`src/rtl/shift_seq_pkg.sv`:
```
// Shared definitions for the shift sequencer.
//   - state_t   : FSM encodings (IDLE, SHIFT, DONE)
//   - DIR_LEFT / DIR_RIGHT : shift direction encodings
//   - DEF_WIDTH / DEF_AMT_W : default datapath and amount widths
// Optional feature macro: SHIFT_SEQUENCER_ROTATE_EN (used by the other files).
package shift_seq_pkg;

  typedef enum logic [1:0] {
    IDLE  = 2'd0,
    SHIFT = 2'd1,
    DONE  = 2'd2
  } state_t;

  localparam logic DIR_LEFT  = 1'b0;
  localparam logic DIR_RIGHT = 1'b1;

  localparam int DEF_WIDTH = 16;
  localparam int DEF_AMT_W = 4;

endpackage

```
`src/rtl/shift_step_unit.sv`:
```
// One combinational shift step: moves data by 2 or 1 bit positions.
// Ports:
//   data    in  WIDTH  value to step
//   dir     in  1      DIR_LEFT / DIR_RIGHT
//   two     in  1      1 = step by 2, 0 = step by 1
//   rot     in  1      1 = rotate instead of zero-fill (only with
//                      SHIFT_SEQUENCER_ROTATE_EN defined)
//   stepped out WIDTH  stepped value
// Without SHIFT_SEQUENCER_ROTATE_EN all vacated bits are filled with 0.
module shift_step_unit
  import shift_seq_pkg::*;
#(
  parameter int WIDTH = DEF_WIDTH
) (
  input  logic [WIDTH-1:0] data,
  input  logic             dir,
  input  logic             two,
`ifdef SHIFT_SEQUENCER_ROTATE_EN
  input  logic             rot,
`endif
  output logic [WIDTH-1:0] stepped
);

  logic rot_en;

`ifdef SHIFT_SEQUENCER_ROTATE_EN
  assign rot_en = rot;
`else
  assign rot_en = 1'b0;
`endif

  // Bits that re-enter at the vacated end: the bits leaving the other end
  // when rotating, zero otherwise.
  logic [1:0] fill_left2;
  logic [1:0] fill_right2;
  logic       fill_left1;
  logic       fill_right1;

  assign fill_left2  = rot_en ? data[WIDTH-1:WIDTH-2] : 2'b00;
  assign fill_right2 = rot_en ? data[1:0]             : 2'b00;
  assign fill_left1  = rot_en & data[WIDTH-1];
  assign fill_right1 = rot_en & data[0];

  always_comb begin
    stepped = data;
    if (dir == DIR_LEFT) begin
      if (two) stepped = {data[WIDTH-3:0], fill_left2};
      else     stepped = {data[WIDTH-2:0], fill_left1};
    end else begin
      if (two) stepped = {fill_right2, data[WIDTH-1:2]};
      else     stepped = {fill_right1, data[WIDTH-1:1]};
    end
  end

endmodule

```
`src/rtl/shift_sequencer.sv`:
```
// Multi-cycle shift controller. Performs a 0..2^AMT_W-1 bit logical shift
// by iterating a 2-bit/1-bit step unit, one step per clock.
//
// Handshake: a transfer happens on a rising clk edge where both valid and
// ready are high. The requester holds req_valid and all req_* fields stable
// until accepted; the block holds resp_valid and resp_data stable until
// resp_ready is sampled high.
//
// Ports:
//   clk        in   system clock, rising edge
//   reset      in   asynchronous active-high reset
//   req_valid  in   request present
//   req_ready  out  high only in IDLE
//   req_data   in   WIDTH operand
//   req_amt    in   AMT_W shift distance
//   req_dir    in   0 = left, 1 = logical right
//   req_rot    in   rotate instead of shift (SHIFT_SEQUENCER_ROTATE_EN only)
//   resp_valid out  high only in DONE
//   resp_ready in   consumer accepts result
//   resp_data  out  WIDTH registered result
//   busy       out  high whenever not IDLE
//   state      out  current FSM state (debug visibility)
// Optional feature macro: SHIFT_SEQUENCER_ROTATE_EN
module shift_sequencer
  import shift_seq_pkg::*;
#(
  parameter int WIDTH = DEF_WIDTH,
  parameter int AMT_W = DEF_AMT_W
) (
  input  logic             clk,
  input  logic             reset,
  input  logic             req_valid,
  output logic             req_ready,
  input  logic [WIDTH-1:0] req_data,
  input  logic [AMT_W-1:0] req_amt,
  input  logic             req_dir,
`ifdef SHIFT_SEQUENCER_ROTATE_EN
  input  logic             req_rot,
`endif
  output logic             resp_valid,
  input  logic             resp_ready,
  output logic [WIDTH-1:0] resp_data,
  output logic             busy,
  output logic [1:0]       state
);

  state_t           state_q;
  state_t           state_next;
  logic [WIDTH-1:0] data_q;
  logic [AMT_W-1:0] rem_q;
  logic             dir_q;
  logic [WIDTH-1:0] stepped;
  logic             step_two;
  logic             accept;

`ifdef SHIFT_SEQUENCER_ROTATE_EN
  logic rot_q;
`endif

  assign req_ready  = (state_q == IDLE);
  assign resp_valid = (state_q == DONE);
  assign busy       = (state_q != IDLE);
  assign state      = state_q;
  assign resp_data  = data_q;
  assign accept     = req_valid & req_ready;
  assign step_two   = (rem_q >= AMT_W'(2));

  shift_step_unit #(
    .WIDTH (WIDTH)
  ) u_step (
    .data    (data_q),
    .dir     (dir_q),
    .two     (step_two),
`ifdef SHIFT_SEQUENCER_ROTATE_EN
    .rot     (rot_q),
`endif
    .stepped (stepped)
  );

  always_ff @(posedge clk or posedge reset) begin
    if (reset) state_q <= IDLE;
    else       state_q <= state_next;
  end

  always_comb begin
    state_next = state_q;
    case (state_q)
      IDLE: begin
        if (req_valid) state_next = (req_amt != '0) ? SHIFT : DONE;
      end
      SHIFT: begin
        // rem of 1 or 2 is consumed entirely by this step.
        if (rem_q <= AMT_W'(2)) state_next = DONE;
      end
      DONE: begin
        if (resp_ready) state_next = IDLE;
      end
      default: state_next = IDLE;
    endcase
  end

  // Datapath: load on accept, step while in SHIFT, otherwise hold. resp_data
  // therefore keeps its value through DONE and after the response handshake.
  always_ff @(posedge clk or posedge reset) begin
    if (reset) begin
      data_q <= '0;
      rem_q  <= '0;
      dir_q  <= DIR_LEFT;
`ifdef SHIFT_SEQUENCER_ROTATE_EN
      rot_q  <= 1'b0;
`endif
    end else if (accept) begin
      data_q <= req_data;
      rem_q  <= req_amt;
      dir_q  <= req_dir;
`ifdef SHIFT_SEQUENCER_ROTATE_EN
      rot_q  <= req_rot;
`endif
    end else if (state_q == SHIFT) begin
      data_q <= stepped;
      rem_q  <= step_two ? (rem_q - AMT_W'(2)) : '0;
    end
  end

endmodule

```
`config.mk`:
```
export PLATFORM = sky130hd
export DESIGN_NAME = shift_sequencer
export DESIGN_NICKNAME = d
export VERILOG_FILES = /design/src/rtl/shift_seq_pkg.sv /design/src/rtl/shift_step_unit.sv /design/src/rtl/shift_sequencer.sv
export SDC_FILE = /design/constraint.sdc
export NUM_CORES = 1
export LEC_CHECK = 0
export CAP_MARGIN = 0
export CORE_MARGIN = 3
export CORE_UTILIZATION = 52
export CTS_CLUSTER_SIZE = 16
export DETAILED_ROUTE_END_ITERATION = 8
export PLACE_DENSITY = 0.88
export SYNTH_ARGS = -nofsm -noshare
export SYNTH_HDL_FRONTEND = slang
export SYNTH_SLANG_ARGS = --single-unit
```
`constraint.sdc`:
```
create_clock -name clk -period 2.5 [get_ports clk]
set_input_delay 0.5 -clock clk [delete_from_list [all_inputs] [get_ports clk]]
set_output_delay 0.5 -clock clk [all_outputs]
set_load 0.03 [all_outputs]
```
Word level (Yosys, flattened, before mapping)

Cells that the tools add are included.

Register bits: 23
Latch bits: 0
RAM bits: 0
Memory bits (read-only): 0
Output and inout bits: 21
Word-level logic and storage cells: 31
Memories: 0

Add/sub/neg operators: 1
Multipliers: 0
Divide/modulo/power cells: 0
Magnitude comparators: 2
Equality and inequality tests: 5
Shift-type cells: 0
Muxes and demuxes: 13
Bitwise logic cells: 1
Reduce and logical (&&, ||, !) cells: 5

Operator list:

| cell                                                                                | count |
|---|---|
| 16-bit 2-to-1 mux                                                                   | 4 |
| 15-bit 2-to-1 mux                                                                   | 1 |
| 4-bit 2-to-1 mux                                                                    | 3 |
| 2-bit 2-to-1 mux                                                                    | 4 |
| 2-bit one-hot mux with 3 select lines                                               | 1 |
| 4-bit by 2-bit greater-or-equal comparator with 1-bit output, second input constant | 1 |
| 4-bit by 2-bit <= comparator with 1-bit output, second input constant               | 1 |
| 2-bit != test, second input constant                                                | 2 |
| 2-bit nonzero test                                                                  | 2 |
| 4-bit nonzero test                                                                  | 1 |
| 4-bit by 2-bit subtractor with 4-bit output, second input constant                  | 1 |
| 3-bit AND reduction                                                                 | 1 |
| 2-bit by 1-bit equality test with 1-bit output, second input constant               | 1 |
| 2-bit equality test, second input constant                                          | 1 |
| 2-bit zero test                                                                     | 1 |
| 2-bit by 1-bit != test with 1-bit output, second input constant                     | 1 |
| 1-bit bitwise AND                                                                   | 1 |

Depth between registers and ports, before layout

Word-level depth: 5
Mapped depth: 7
Depth with buffers taken out: 6

Modules after synthesis

From an unflattened synthesis, not the netlist that was laid out.

Cells, all modules: 149
Area total of the unflattened synthesis: 1592.8 um2

Modules (own cells, without submodules):

| module          | instances | cells each | area an instance (um2) | sequential area each (um2) |
|---|---|---|---|---|
| shift_sequencer | 1         | 123        | 1181.1                 | 575.6 |
| shift_step_unit | 1         | 26         | 411.6                  | 0.0 |

Worst setup path after synthesis

OpenSTA, ideal clock, no wires.

Path kind: reg2reg
Start point: register state_q[1] (netlist: state[1])
End point: register data_q[10] (netlist: resp_data[10])
Setup time: 126 ps
Arrival: 1908 ps
Setup slack: 466 ps
Stages on the path, launching flop included: 7
Path buffers: 2
Cells stage by stage: dfrtp_1 > nor2_1 > and2_1 > clkbuf_1 > buf_6 > a311oi_1 > o32a_1

Longest elaborated chain between the ends: 3
Elaborated cells on any way between the ends: 5
Those cells by class: 1 x eq/ne; 1 x mux; 1 x bitwise; 2 x reduce/logical

Ends and longest elaborated chain:

| element                                                 | RTL line               | text |
|---|---|---|
| start: declaration                                      | shift_sequencer.sv:47  | `state_t state_q;` |
| start signal: assignment                                | shift_sequencer.sv:82  | `else state_q <= state_next;` |
| 2-bit zero test (*)                                     | shift_sequencer.sv:60  | `assign req_ready = (state_q == IDLE);` |
| via req_ready                                           | shift_sequencer.sv:33  | `output logic req_ready,` |
| 1-bit bitwise AND (*)                                   | shift_sequencer.sv:65  | `assign accept = req_valid & req_ready;` |
| 16-bit 2-to-1 mux or 2-bit nonzero test (tied branches) | n/a                    |  |
| end signal: assignment                                  | shift_sequencer.sv:113 | `data_q <= req_data;` |
| end signal: assignment                                  | shift_sequencer.sv:120 | `data_q <= stepped;` |
| end: declaration                                        | shift_sequencer.sv:49  | `logic [WIDTH-1:0] data_q;` |

Mark *: on every way through the listed nets, which the timed path passes. The rest lies on a longest branch.
A chain may end at the register's enable or synchronous reset.

Worst setup path after layout

Start point: register state_q[0] (netlist: state[0])
End point: output port req_ready

Longest elaborated chain between the ends: 1

Ends and longest elaborated chain:

| element          | RTL line |
|---|---|
| 2-bit zero test  | shift_sequencer.sv:60 |
| end: declaration | shift_sequencer.sv:33 |

Every way passes these cells.

==> summary.txt <==
Outcome
  • Outcome: complete, no violations

Timing
  • Final-report max-slew violation count: 0
  • Final min period: 2.13 ns
  • Skew final: 0.00792 ns
  • Endpoints failing setup: 0
  • Pin slew with the least headroom to its limit: 0.872 ns
  • Fmax: 0.469 GHz
  • Final WS setup: 0.368 ns
  • RSZ-0062 raised after global routing: no
  • Worst rel slew slack: 41.7%
  • Final hold violation count: 0
  • Period utilization: 85.3%
  • Setup tns final: 0 ns

Place
  • HPWL after DPL: 3010 µm
  • Placed cell count: 270
  • GP Congestion: 0.859
  • Pre-CTS setup slack: 0.398 ns
  • PortBufs: 45

Global routing
  • Largest net degree at the start of global routing: 24
  • GR Util met2: 36.6%
  • Routing usage on met3: 2.50%
  • GRT Util Overall: 21.9%
  • Met1 Use GR: 30.3%
  • Global route hottest layer: met2
  • Initial antenna violation count: 0
  • Vias in the first global route: 1,488
  • First-pass GRT wire length: 7180 µm
  • Total grt overflow: 0

Detailed routing
  • Drt wl/cell: 15.4 µm
  • Final wirelength: 4220 µm
  • Residual DRC: 0
  • Drt via density: 6.11
  • DR pass1 iterations: 5
  • Post-detailed-route count of antenna-violating nets: 0
  • DR iter-0 viols: 157
  • DR vias: 1,673

Setup path
  • Slowest stage delay, CP: 0.70 ns
  • CP Capture Type: output port
  • CP required: 2.00 ns
  • Internal reg-to-reg setup slack: 0.51 ns
  • Cell Chain, Critical Path: nor2_1 -> clkdlybuf4s50_1
  • R2R depth: 4
  • Worst r2r dst: resp_data[10]
  • Critical Path Source Type: flop
  • Crit path arrival time: 1.63 ns
  • Reg-to-reg startpoint: rem_q[1]
  • CP max stage cell: clkdlybuf4s50_1
  • Worst setup path class: reg -> out
  • Crit-path max FO: 4

Pwr
  • Sequential Power Share: 26.4%
  • Power per Cell Area: 1480 mW/mm²
  • Sw frac: 50.1%
  • Switch Pwr: 1.56 mW
  • Maximum vdd drop: 0.714 mV
  • Clock power share: 5.7%
  • Internal power: 1.56 mW
  • Leak pwr: 0.857 nW
  • Comb power frac: 67.8%

Clock tree
  • CTS tree: done
  • # resized after CTS: 0
  • Post CTS Setup Buffer Count: 0
  • CTS Sinks: 23
  • Max Root-Sink Buffers: 2
  • Clock-pin slew on the worst setup and hold paths: 0.13 ns
  • # hold bufs at CTS: 0
  • Worst-Skew Late Latency: 0.32 ns
  • Root buf cell: clkbuf_4
  • CTS Buf Count: 3
  • H-tree Lvls: 1

Synth
  • Syn_area_per_cell: 8.87 µm²
  • Synth area leader: dfrtp_1
  • Top FF cell, synth: dfrtp_1
  • Sequential share of the synthesized area: 33.8%
  • Top post-synthesis cells by area: dfrtp_1 (34%), o32a_1 (7.1%), a21oi_1 (6.2%), a311oi_1 (5.7%), buf_6 (5.3%)
  • Post-synth EDFFs: 0
  • Post-synthesis net count: 218
  • Synth async-reset ratio: 100%
  • Cell Area, Synth: 0.00170 mm²
  • Top-area cell type share of the netlist area: 33.8%
  • Mapped Cells: 192
  • Number of synthesized register bits: 23
  • Yosys warnings: 0
  • Count of different cell masters after synthesis: 35

Flow run
  • Max-cap violation count: 0

Floorplan
  • Total die area: 0.00400 mm²
  • Core footprint: 0.00308 mm²
  • Die Wd: 63.2 µm
  • IO Pins: 46
  • Die Height: 63.2 µm
  • Row cnt: 20
  • Initial core utilization: 55.3%

Layout
  • Final Non-Filler Cells: 274
  • Util after Layout: 68.5%
  • Layout cells sized above 1: 8.26%
  • Layout Area Growth over Synthesis: 23.8%
  • Ant diodes: 0
  • Nets: 257
  • Fill cells: 273

Hold path
  • Min-Delay Path Class: in -> async
[power by group through the flow]
stage	logic, mW	clock network (mW)	registers, mW
global route	2.30	0.188	0.857
detailed placement	2.10	0	0.824
floorplan	1.43	0	1.00
finish	2.12	0.179	0.823
global placement	2.06	0	0.817
CTS	2.11	0.177	0.814
[stage by stage]
stage / hold slack, ns / area (µm²) / power [mW]
6_report: 0.501 / 2110 / 3.12
5_1_grt: 0.564 / 2110 / 3.35
4_1_cts: 0.523 / 2110 / 3.10
3_5_place_dp: 0.530 / 2080 / 2.92
3_3_place_gp: 0.538 / 2080 / 2.88
2_1_floorplan: 0.502 / 1700 / 2.43
[registers in the layout, summed over array words and instances (netlist names)]
name       cells
dir_q          1
rem_q          4
resp_data     16
state          2
[worst max-delay path, delay by kind of cell (launching register included)]
| family | cells | cell delay (ns) |
|---|---|---|
| buffers and inverters | 1 | 0.70 |
| DFF | 1 | 0.44 |
| and+or+nand+nor | 1 | 0.18 |
[layout make-up]
class	instances	area, µm²	area share [%]
clock buffer	4	26.3	1.25
multi-input combinational	130	862	40.9
inverter	19	71.3	3.38
timing repair buffer	54	518	24.6
sequential	23	576	27.3
tap	44	55.1	2.61
[layer usage]
layer  up-vias  share of wire [%]
met5         -                  0
met4         0               0.69
met3         4                8.2
met2        94                 47
met1       776                 44
li1        799                  -
[cells in the mapped netlist (2+ instances only)]
master	n
a211oi_1	10
a21oi_1	21
a221o_1	2
a221oi_1	5
a311oi_1	11
and2_1	2
and2b_1	4
buf_2	4
buf_6	8
clkbuf_1	2
clkbuf_8	4
dfrtp_1	23
inv_1	19
mux2i_1	2
nand2_1	24
nand2b_1	3
nor2_1	5
nor2b_1	3
nor3_1	3
o21ai_0	8
o31a_2	3
o31ai_1	2
o32a_1	12
[placed cells by master, fill, tap and decap left out, types with 4 or more instances in the layout]
| cell | synthesis | routed |
|---|---|---|
| o21ai_0 | 8 | 8 |
| inv_1 | 19 | 19 |
| a221oi_1 | 5 | 5 |
| clkdlybuf4s50_1 | 0 | 45 |
| a311oi_1 | 11 | 11 |
| buf_4 | 0 | 9 |
| o32a_1 | 12 | 12 |
| nand2_1 | 24 | 24 |
| dfrtp_1 | 23 | 23 |
| and2b_1 | 4 | 4 |
| a211oi_1 | 10 | 10 |
| nor2_1 | 5 | 5 |
| a21oi_1 | 21 | 21 |
[cells by family (layout without fill, tap and decap cells)]
group / Yosys count / count (layout) / synth area share [%]
AND/OR/NAND/NOR: 49 / 49 / 14.4
adder cells (fa/ha/maj): 1 / 1 / 0.735
buffers and inverters: 39 / 77 / 15.6
flip-flops: 23 / 23 / 33.8
AO/OA/AOI/OAI: 78 / 78 / 34.3
multiplexers: 2 / 2 / 1.18
[worst max-delay path by stage]
stage | from | end | slack, ns | depth (start not counted)
after floorplan | state[1] | resp_data[10] | 0.47 | 6
after global placement | req_valid | resp_data[10] | 0.44 | 4
after detailed placement | req_valid | resp_data[8] | 0.40 | 4
after CTS | state[1] | req_ready | 0.36 | 2
after global routing | state[1] | req_ready | 0.26 | 2
final | state[0] | req_ready | 0.37 | 2
No activity file was read; power rests on OpenSTA's default activity.
